==> src/rtl/nonce_uart_rx_if.sv <==
// Bundle of UART receive line and nonce outputs between host link and processor.
// slave is the receiver side, master is the side driving rx and consuming the nonce.
interface nonce_uart_rx_if;
  logic        rx;
  logic [31:0] nonceIn;
  logic        nonceValid;
  logic        frameError;
  logic        busy;

  modport slave (
    input  rx,
    output nonceIn,
    output nonceValid,
    output frameError,
    output busy
  );

  modport master (
    output rx,
    input  nonceIn,
    input  nonceValid,
    input  frameError,
    input  busy
  );
endinterface

==> src/rtl/nonce_uart_rx.sv <==
// 8N1 UART receiver that packs four bytes big-endian into a 32-bit nonce seed.
// Bad stop bits and idle gaps discard any partial word so framing resynchronises.
module nonce_uart_rx #(
  parameter int unsigned CLKS_PER_BIT = 289,
  parameter int unsigned GAP_CLKS     = 100000
) (
  input  logic            clock,
  input  logic            reset,
  nonce_uart_rx_if.slave  bus
);

  localparam int unsigned CntW = $clog2(CLKS_PER_BIT);
  localparam int unsigned GapW = $clog2(GAP_CLKS + 1);
  localparam logic [CntW-1:0] HalfCnt = CntW'(CLKS_PER_BIT / 2);
  localparam logic [CntW-1:0] LastCnt = CntW'(CLKS_PER_BIT - 1);
  localparam logic [GapW-1:0] GapLast = GapW'(GAP_CLKS - 1);

  typedef enum logic [1:0] {StIdle, StStart, StData, StStop} state_e;

  state_e          r_state;
  logic [1:0]      r_sync;
  logic [CntW-1:0] r_clk_cnt;
  logic [2:0]      r_bit_cnt;
  logic [7:0]      r_byte;
  logic [23:0]     r_word;
  logic [1:0]      r_byte_count;
  logic [GapW-1:0] r_gap_cnt;
  logic [31:0]     r_nonce;
  logic            r_valid;
  logic            r_ferr;
  logic            w_rxs;

  assign w_rxs = r_sync[1];

  always_ff @(posedge clock or negedge reset) begin
    if (!reset) begin
      r_state      <= StIdle;
      r_sync       <= 2'b11;
      r_clk_cnt    <= '0;
      r_bit_cnt    <= '0;
      r_byte       <= '0;
      r_word       <= '0;
      r_byte_count <= '0;
      r_gap_cnt    <= '0;
      r_nonce      <= '0;
      r_valid      <= 1'b0;
      r_ferr       <= 1'b0;
    end else begin
      r_sync  <= {r_sync[0], bus.rx};
      r_valid <= 1'b0;
      r_ferr  <= 1'b0;
      unique case (r_state)
        StIdle: begin
          if (!w_rxs) begin
            r_state   <= StStart;
            r_clk_cnt <= '0;
            r_bit_cnt <= '0;
            r_gap_cnt <= '0;
          end else if (r_byte_count != 2'd0) begin
            // A stalled partial word is dropped silently so the next byte starts a word.
            if (r_gap_cnt == GapLast) begin
              r_byte_count <= '0;
              r_gap_cnt    <= '0;
            end else begin
              r_gap_cnt <= r_gap_cnt + 1'b1;
            end
          end else begin
            r_gap_cnt <= '0;
          end
        end
        StStart: begin
          if (r_clk_cnt == HalfCnt) begin
            r_clk_cnt <= '0;
            r_bit_cnt <= '0;
            r_state   <= w_rxs ? StIdle : StData;
          end else begin
            r_clk_cnt <= r_clk_cnt + 1'b1;
          end
        end
        StData: begin
          if (r_clk_cnt == LastCnt) begin
            r_clk_cnt <= '0;
            r_byte    <= {w_rxs, r_byte[7:1]};
            r_bit_cnt <= r_bit_cnt + 3'd1;
            if (r_bit_cnt == 3'd7) r_state <= StStop;
          end else begin
            r_clk_cnt <= r_clk_cnt + 1'b1;
          end
        end
        StStop: begin
          if (r_clk_cnt == LastCnt) begin
            // Leave at mid-stop-bit so a back-to-back start edge is not missed.
            r_clk_cnt <= '0;
            r_state   <= StIdle;
            if (w_rxs) begin
              r_word       <= {r_word[15:0], r_byte};
              r_byte_count <= r_byte_count + 2'd1;
              if (r_byte_count == 2'd3) begin
                r_nonce <= {r_word, r_byte};
                r_valid <= 1'b1;
              end
            end else begin
              r_ferr       <= 1'b1;
              r_byte_count <= '0;
            end
          end else begin
            r_clk_cnt <= r_clk_cnt + 1'b1;
          end
        end
        default: r_state <= StIdle;
      endcase
    end
  end

  assign bus.nonceIn    = r_nonce;
  assign bus.nonceValid = r_valid;
  assign bus.frameError = r_ferr;
  assign bus.busy       = (r_state != StIdle) || (r_byte_count != 2'd0);

endmodule

==> src/flat_wrapper.sv <==
// flat-port wrapper written by rule: the top's interface ports become plain ports
module nonce_uart_rx_flat 
#(
  parameter int unsigned CLKS_PER_BIT = 289,
  parameter int unsigned GAP_CLKS     = 100000
)
  (clock, reset, bus_rx, bus_nonceIn, bus_nonceValid, bus_frameError, bus_busy);
  nonce_uart_rx_if bus_i ();
  input  logic clock;
  input  logic reset;
  input wire logic [$bits(bus_i.rx)-1:0] bus_rx;
  output wire logic [$bits(bus_i.nonceIn)-1:0] bus_nonceIn;
  output wire logic [$bits(bus_i.nonceValid)-1:0] bus_nonceValid;
  output wire logic [$bits(bus_i.frameError)-1:0] bus_frameError;
  output wire logic [$bits(bus_i.busy)-1:0] bus_busy;
  assign bus_i.rx = bus_rx;
  assign bus_nonceIn = bus_i.nonceIn;
  assign bus_nonceValid = bus_i.nonceValid;
  assign bus_frameError = bus_i.frameError;
  assign bus_busy = bus_i.busy;
  nonce_uart_rx #(.CLKS_PER_BIT(CLKS_PER_BIT), .GAP_CLKS(GAP_CLKS)) u_core (.clock(clock), .reset(reset), .bus(bus_i));
endmodule
==> config.mk <==
export PLATFORM = sky130hd
export DESIGN_NAME = nonce_uart_rx_flat
export DESIGN_NICKNAME = d
export VERILOG_FILES = /design/src/rtl/nonce_uart_rx_if.sv /design/src/rtl/nonce_uart_rx.sv /design/src/flat_wrapper.sv
export SDC_FILE = /design/constraint.sdc
export NUM_CORES = 1
export LEC_CHECK = 0
export ABC_CLOCK_PERIOD_IN_PS = 3500
export CORE_UTILIZATION = 60
export DETAILED_ROUTE_END_ITERATION = 8
export HOLD_SLACK_MARGIN = 0.05
export PLACE_DENSITY = 0.86
export SLEW_MARGIN = 20
export SYNTH_ARGS = -nofsm -noshare
export SYNTH_HDL_FRONTEND = slang
export SYNTH_SLANG_ARGS = --single-unit
==> constraint.sdc <==
create_clock -name clock -period 3.5 [get_ports clock]
set_clock_uncertainty 0.15 [all_clocks]
set_input_delay 0.7 -clock clock [delete_from_list [all_inputs] [get_ports clock]]
set_output_delay 0.7 -clock clock [all_outputs]
set_load 0.005 [all_outputs]
* Yosys cells after proc, flatten, opt, wreduce, memory -nomap -nowiden
Index checks and enable logic that the tools add are counted.
** Cells by class
- $add $sub $neg :: 4
- Multipliers :: 0
- Divide/modulo/power cells :: 0
- Magnitude comparators :: 0
- Equality and inequality tests :: 16
- Shift-type cells :: 0
- Muxes and demuxes :: 31
- Bitwise logic cells :: 0
- Reductions and logical operators :: 13
** Operators with widths (count)
- 2-to-1 mux 17 bit :: 3
- 2-to-1 mux 9 bit :: 3
- one-hot mux 9 bit (3 select lines) :: 1
- 2-to-1 mux 2 bit :: 11
- adder 17 x 1 -> 17 bit, second input constant :: 1
- == test 17 bit, second input constant :: 1
- inequality test 2 x 1 -> 1 bit, second input constant :: 7
- AND reduction 5 bit :: 2
- adder 9 x 1 -> 9 bit, second input constant :: 1
- == test 9 x 8 -> 1 bit, second input constant :: 1
- == test 9 bit, second input constant :: 1
- 2-to-1 mux 3 bit :: 3
- one-hot mux 3 bit (3 select lines) :: 1
- one-hot mux 2 bit (4 select lines) :: 1
- AND reduction 4 bit :: 2
- 2-to-1 mux 1 bit :: 7
- == test 2 bit, second input constant :: 3
- nonzero test 2 bit :: 3
- one-hot mux 2 bit (2 select lines) :: 1
- adder 3 x 1 -> 3 bit, second input constant :: 1
- == test 3 bit, second input constant :: 1
- AND reduction 3 bit :: 1
- nonzero test 3 bit :: 1
- adder 2 x 1 -> 2 bit, second input constant :: 1
- 6 further kinds :: 6
** Word-level totals
- Flip-flop bits (word level) :: 101
- Latch bits :: 0
- Bits in writable memories :: 0
- Memory bits (read-only) :: 0
- Bits of input ports :: 3
- Output and inout bits :: 35
- Word-level logic and storage cells :: 75
- Memories :: 0

* Longest topological paths before layout
- Depth in word-level cells :: 5
- Mapped depth :: 7
- Depth with buffers taken out :: 6

* Worst setup path after synthesis
OpenSTA, ideal clock, no wires.
- Path type :: reg-to-reg
- Start point :: reg u_core.r_clk_cnt[0]
- End point :: reg u_core.r_nonce[10], in the netlist u_core.bus.nonceIn[10]
- Library setup time :: 0.127 ns
- Data arrival time :: 1.786 ns
- Data required time :: 3.223 ns
- Path slack :: 1.437 ns
- Cell stages (with the launch flop) :: 8
- Buffers on the path :: 1
- Clock period less this slack :: 2.063 ns
- Cell sequence :: dfrtp_1 inv_1 ha_1 nor4b_4 and4_4 nand3_4 buf_6 mux2_1
** On the way
- Word-level cells in the longest chain between the ends :: 2
** RTL lines
- from (decl) :: RTL line nonce_uart_rx.sv:22 : logic [CntW-1:0] r_clk_cnt;
- from (signal assigned) :: RTL line nonce_uart_rx.sv:77 : r_clk_cnt <= r_clk_cnt + 1'b1;
- from (signal assigned) :: RTL line nonce_uart_rx.sv:87 : r_clk_cnt <= r_clk_cnt + 1'b1;
- from (signal assigned) :: RTL line nonce_uart_rx.sv:107 : r_clk_cnt <= r_clk_cnt + 1'b1;
- == test 9 bit :: RTL line nonce_uart_rx.sv:91 : if (r_clk_cnt == LastCnt) begin
- AND reduction 4 bit (no line)
- to (signal assigned) :: RTL line nonce_uart_rx.sv:99 : r_nonce <= {r_word, r_byte};
- to (decl) :: RTL line nonce_uart_rx.sv:28 : logic [31:0] r_nonce;
Every way passes these cells.
A chain may end at the register's enable or synchronous reset.

==> metrics <==
status=finished clean; n_diodes=0; Reg2Reg Depth=6; Core ar.=0.00725 mm^2; H-tree depth=3; DIE WIDTH=88.5 um; Hold Path Class=in2async; via count=2999; CP Max Fanout=12; Synth-to-Final Area Change=14.5%; f_max=382 MHz; WP buf/inv=2; max_cap viols=0; crit path time final=2.62 ns; syn_nets=376; first-pass GRT wire length=13.7 mm; relative slew slack=58.1%; Worst-Margin Slew=0.628 ns; Crit. End Element=output pin; clock tree buffer depth=2; Fill cells=518; internal reg-to-reg setup slack=0.97 ns; post-CTS setup buffer count=0; initial antenna violation count=0; async set-reset flop share out of synthesis=100%; synth top area cells=dfrtp_1 55%, mux2_2 8.5%, mux2_1 7.3%; RR Endpoint=u_core.bus.nonceIn[18]; CP Class=reg2out; die area=0.00782 mm^2; hold_ws=0.158 ns; reg2reg start=u_core.r_clk_cnt[0]; largest net degree at the start of global routing=62; ratio of cells with drive above 1 in the final layout=15.4%; CTS buffer count=9; CTS sink cnt=101; vias in the first global route=2881; syn_area_per_cell=12.3 um^2; CP Cell Sequence=nor2_1, buf_4, nand2_1, clkdlybuf4s50_1; GR Util All Layers=22.6%; LEAKAGE=2.44 nW; Routed Antenna Nets=0; Critical Path AT=1.77 ns; Hold-fix buffers, CTS=0; startpoint types=flop; Slew Viols, Final=0; final worst path period share=74.7%; die height=88.5 um; number of synthesized flops with an enable pin=0; WP data required=2.65 ns; starting density of the core=61.8%; CTS root buffer=clkbuf_8; RSZ-0062 raised after global routing=false; Synth Instances=366; Post-DP HPWL=5.41 mm; synthesized flop and latch total=101; Avg WL per Cell=15.8 um; # port buffers=37; total gr overflow=0; largest area contributor in the netlist=dfrtp_1; row cnt=31; gpl congestion=0.866; Main synth FF type=dfrtp_1; total number of yosys warnings=0; post-synthesis sequential area ratio=56.4%; drt drc=0; drt first pass iters=4; Top delay family on crit path=buffers and inverters; synthesized area=0.00448 mm^2; post-cts sizing count=0; CP max stage delay=0.55 ns; post-layout util=70.8%; final hold violations=0; Routed WL=8.03 mm; Synth cell types=48; final total negative setup slack=0 ns; PD cells=371 mW/mm^2; I/O pins=38; DRT iter0 DRCs=135; Setup violations, final=0; Clk pin slew, worst setup/hold paths=0.10 ns; Via-to-Cell Ratio=5.92; CTS tree=done; Final #Nets=413; CP max-delay cell=dfrtp_1; Max VDD drop=0.000229 V; share of the synthesized area in the top cell type=55.2%; worst-skew pair later-pin latency=0.36 ns
where the power goes:
group,internal [mW],switching (mW),total (mW),leakage [nW]
combinational,0.00448,0.0222,0.0267,0.955
clock,0.277,0.431,0.708,0.0922
sequential,1.17,0.00207,1.17,1.39
total,1.45,0.456,1.90,2.44
worst max-delay path by stage:
stage | startpoint | to | slack [ns] | depth (start not counted)
6_report | flop | bus_busy | 0.88 | 4
5_1_grt | flop | bus_busy | 0.79 | 4
4_1_cts | flop | bus_busy | 0.88 | 4
3_5_place_dp | u_core.r_clk_cnt[0] | u_core.bus.nonceIn[17] | 0.98 | 6
3_3_place_gp | u_core.r_clk_cnt[0] | u_core.bus.nonceIn[2] | 1.10 | 6
2_1_floorplan | u_core.r_clk_cnt[0] | u_core.bus.nonceIn[10] | 1.44 | 7
layout make-up:
| cell class | count | area, um^2 | share of cell area (%) |
|---|---|---|---|
| flip-flops and latches | 101 | 2530 | 49.3 |
| multi-input cells | 234 | 1810 | 35.3 |
| repair buffers | 42 | 418 | 8.14 |
| clock buffers | 9 | 124 | 2.41 |
| well taps | 99 | 124 | 2.41 |
| clock inverters | 7 | 71.3 | 1.39 |
| inverters | 15 | 56.3 | 1.10 |
cell usage after synthesis, types with 4 or more instances:
library cell,count
a31oi_1,20
mux2_2,34
nand2_1,30
o22ai_1,9
buf_2,4
clkbuf_1,9
nand4_1,8
mux2_1,29
nor2_1,11
o21ai_0,9
and4_1,5
nand3b_1,8
inv_1,15
ha_1,7
dfrtp_1,99
nand3_1,11
and3_1,4
cell families after synthesis:
logic type	share of synthesized area, %
xor+xnor	0.195
mux	16.3
compound gates	8.48
flops	56.4
simple gates	13.5
buf+inv	3.21
fa+ha+maj	1.95
cells in the final DEF (no fill, tap or decap), types with 4 or more instances in the layout:
cell             count
mux2_2              34
clkdlybuf4s50_1     36
o21ai_0              9
and4_1               5
a31oi_1             20
ha_1                 7
inv_1               15
nand2_1             30
and3_1               4
mux2_1              29
nand4_1              8
clkbuf_8             9
buf_4                5
nor2_1              11
o22ai_1              9
dfrtp_1             99
nand3_1             11
nand3b_1             8
per-layer routing:
| metal | share of wire, % | track usage [%] | wire length, um | vias to the layer above |
|---|---|---|---|---|
| li1 | - | - | - | 1417 |
| met1 | 46 | 31.3 | 3680 | 1520 |
| met2 | 50 | 37.2 | 4050 | 55 |
| met3 | 2.8 | 3.17 | 222 | 7 |
| met4 | 0.91 | 7.18 | 73 | 0 |
| met5 | 0 | 0 | 0 | - |
sequential cells by signal (all words and copies together), names as in the netlist, named ones only:
signal                 cells
u_core.r_gap_cnt          17
u_core.r_word             24
u_core.r_sync              2
u_core.bus.nonceIn        32
u_core.r_byte              8
u_core.r_clk_cnt           9
u_core.bus.frameError      1
u_core.r_state             1
u_core.r_byte_count        2
u_core.r_bit_cnt           3
u_core.bus.nonceValid      1
metrics by stage:
step / cells / area [um^2] / setup WS, ns / power (mW)
2_1_floorplan: 366 / 4480 / 1.44 / 1.19
3_3_place_gp: 491 / 4940 / 1.10 / 1.22
3_5_place_dp: 491 / 4940 / 0.978 / 1.22
4_1_cts: 507 / 5130 / 0.882 / 1.92
5_1_grt: 507 / 5130 / 0.792 / 1.97
6_report: 507 / 5130 / 0.885 / 1.90
(Power assumes the default switching activity.)
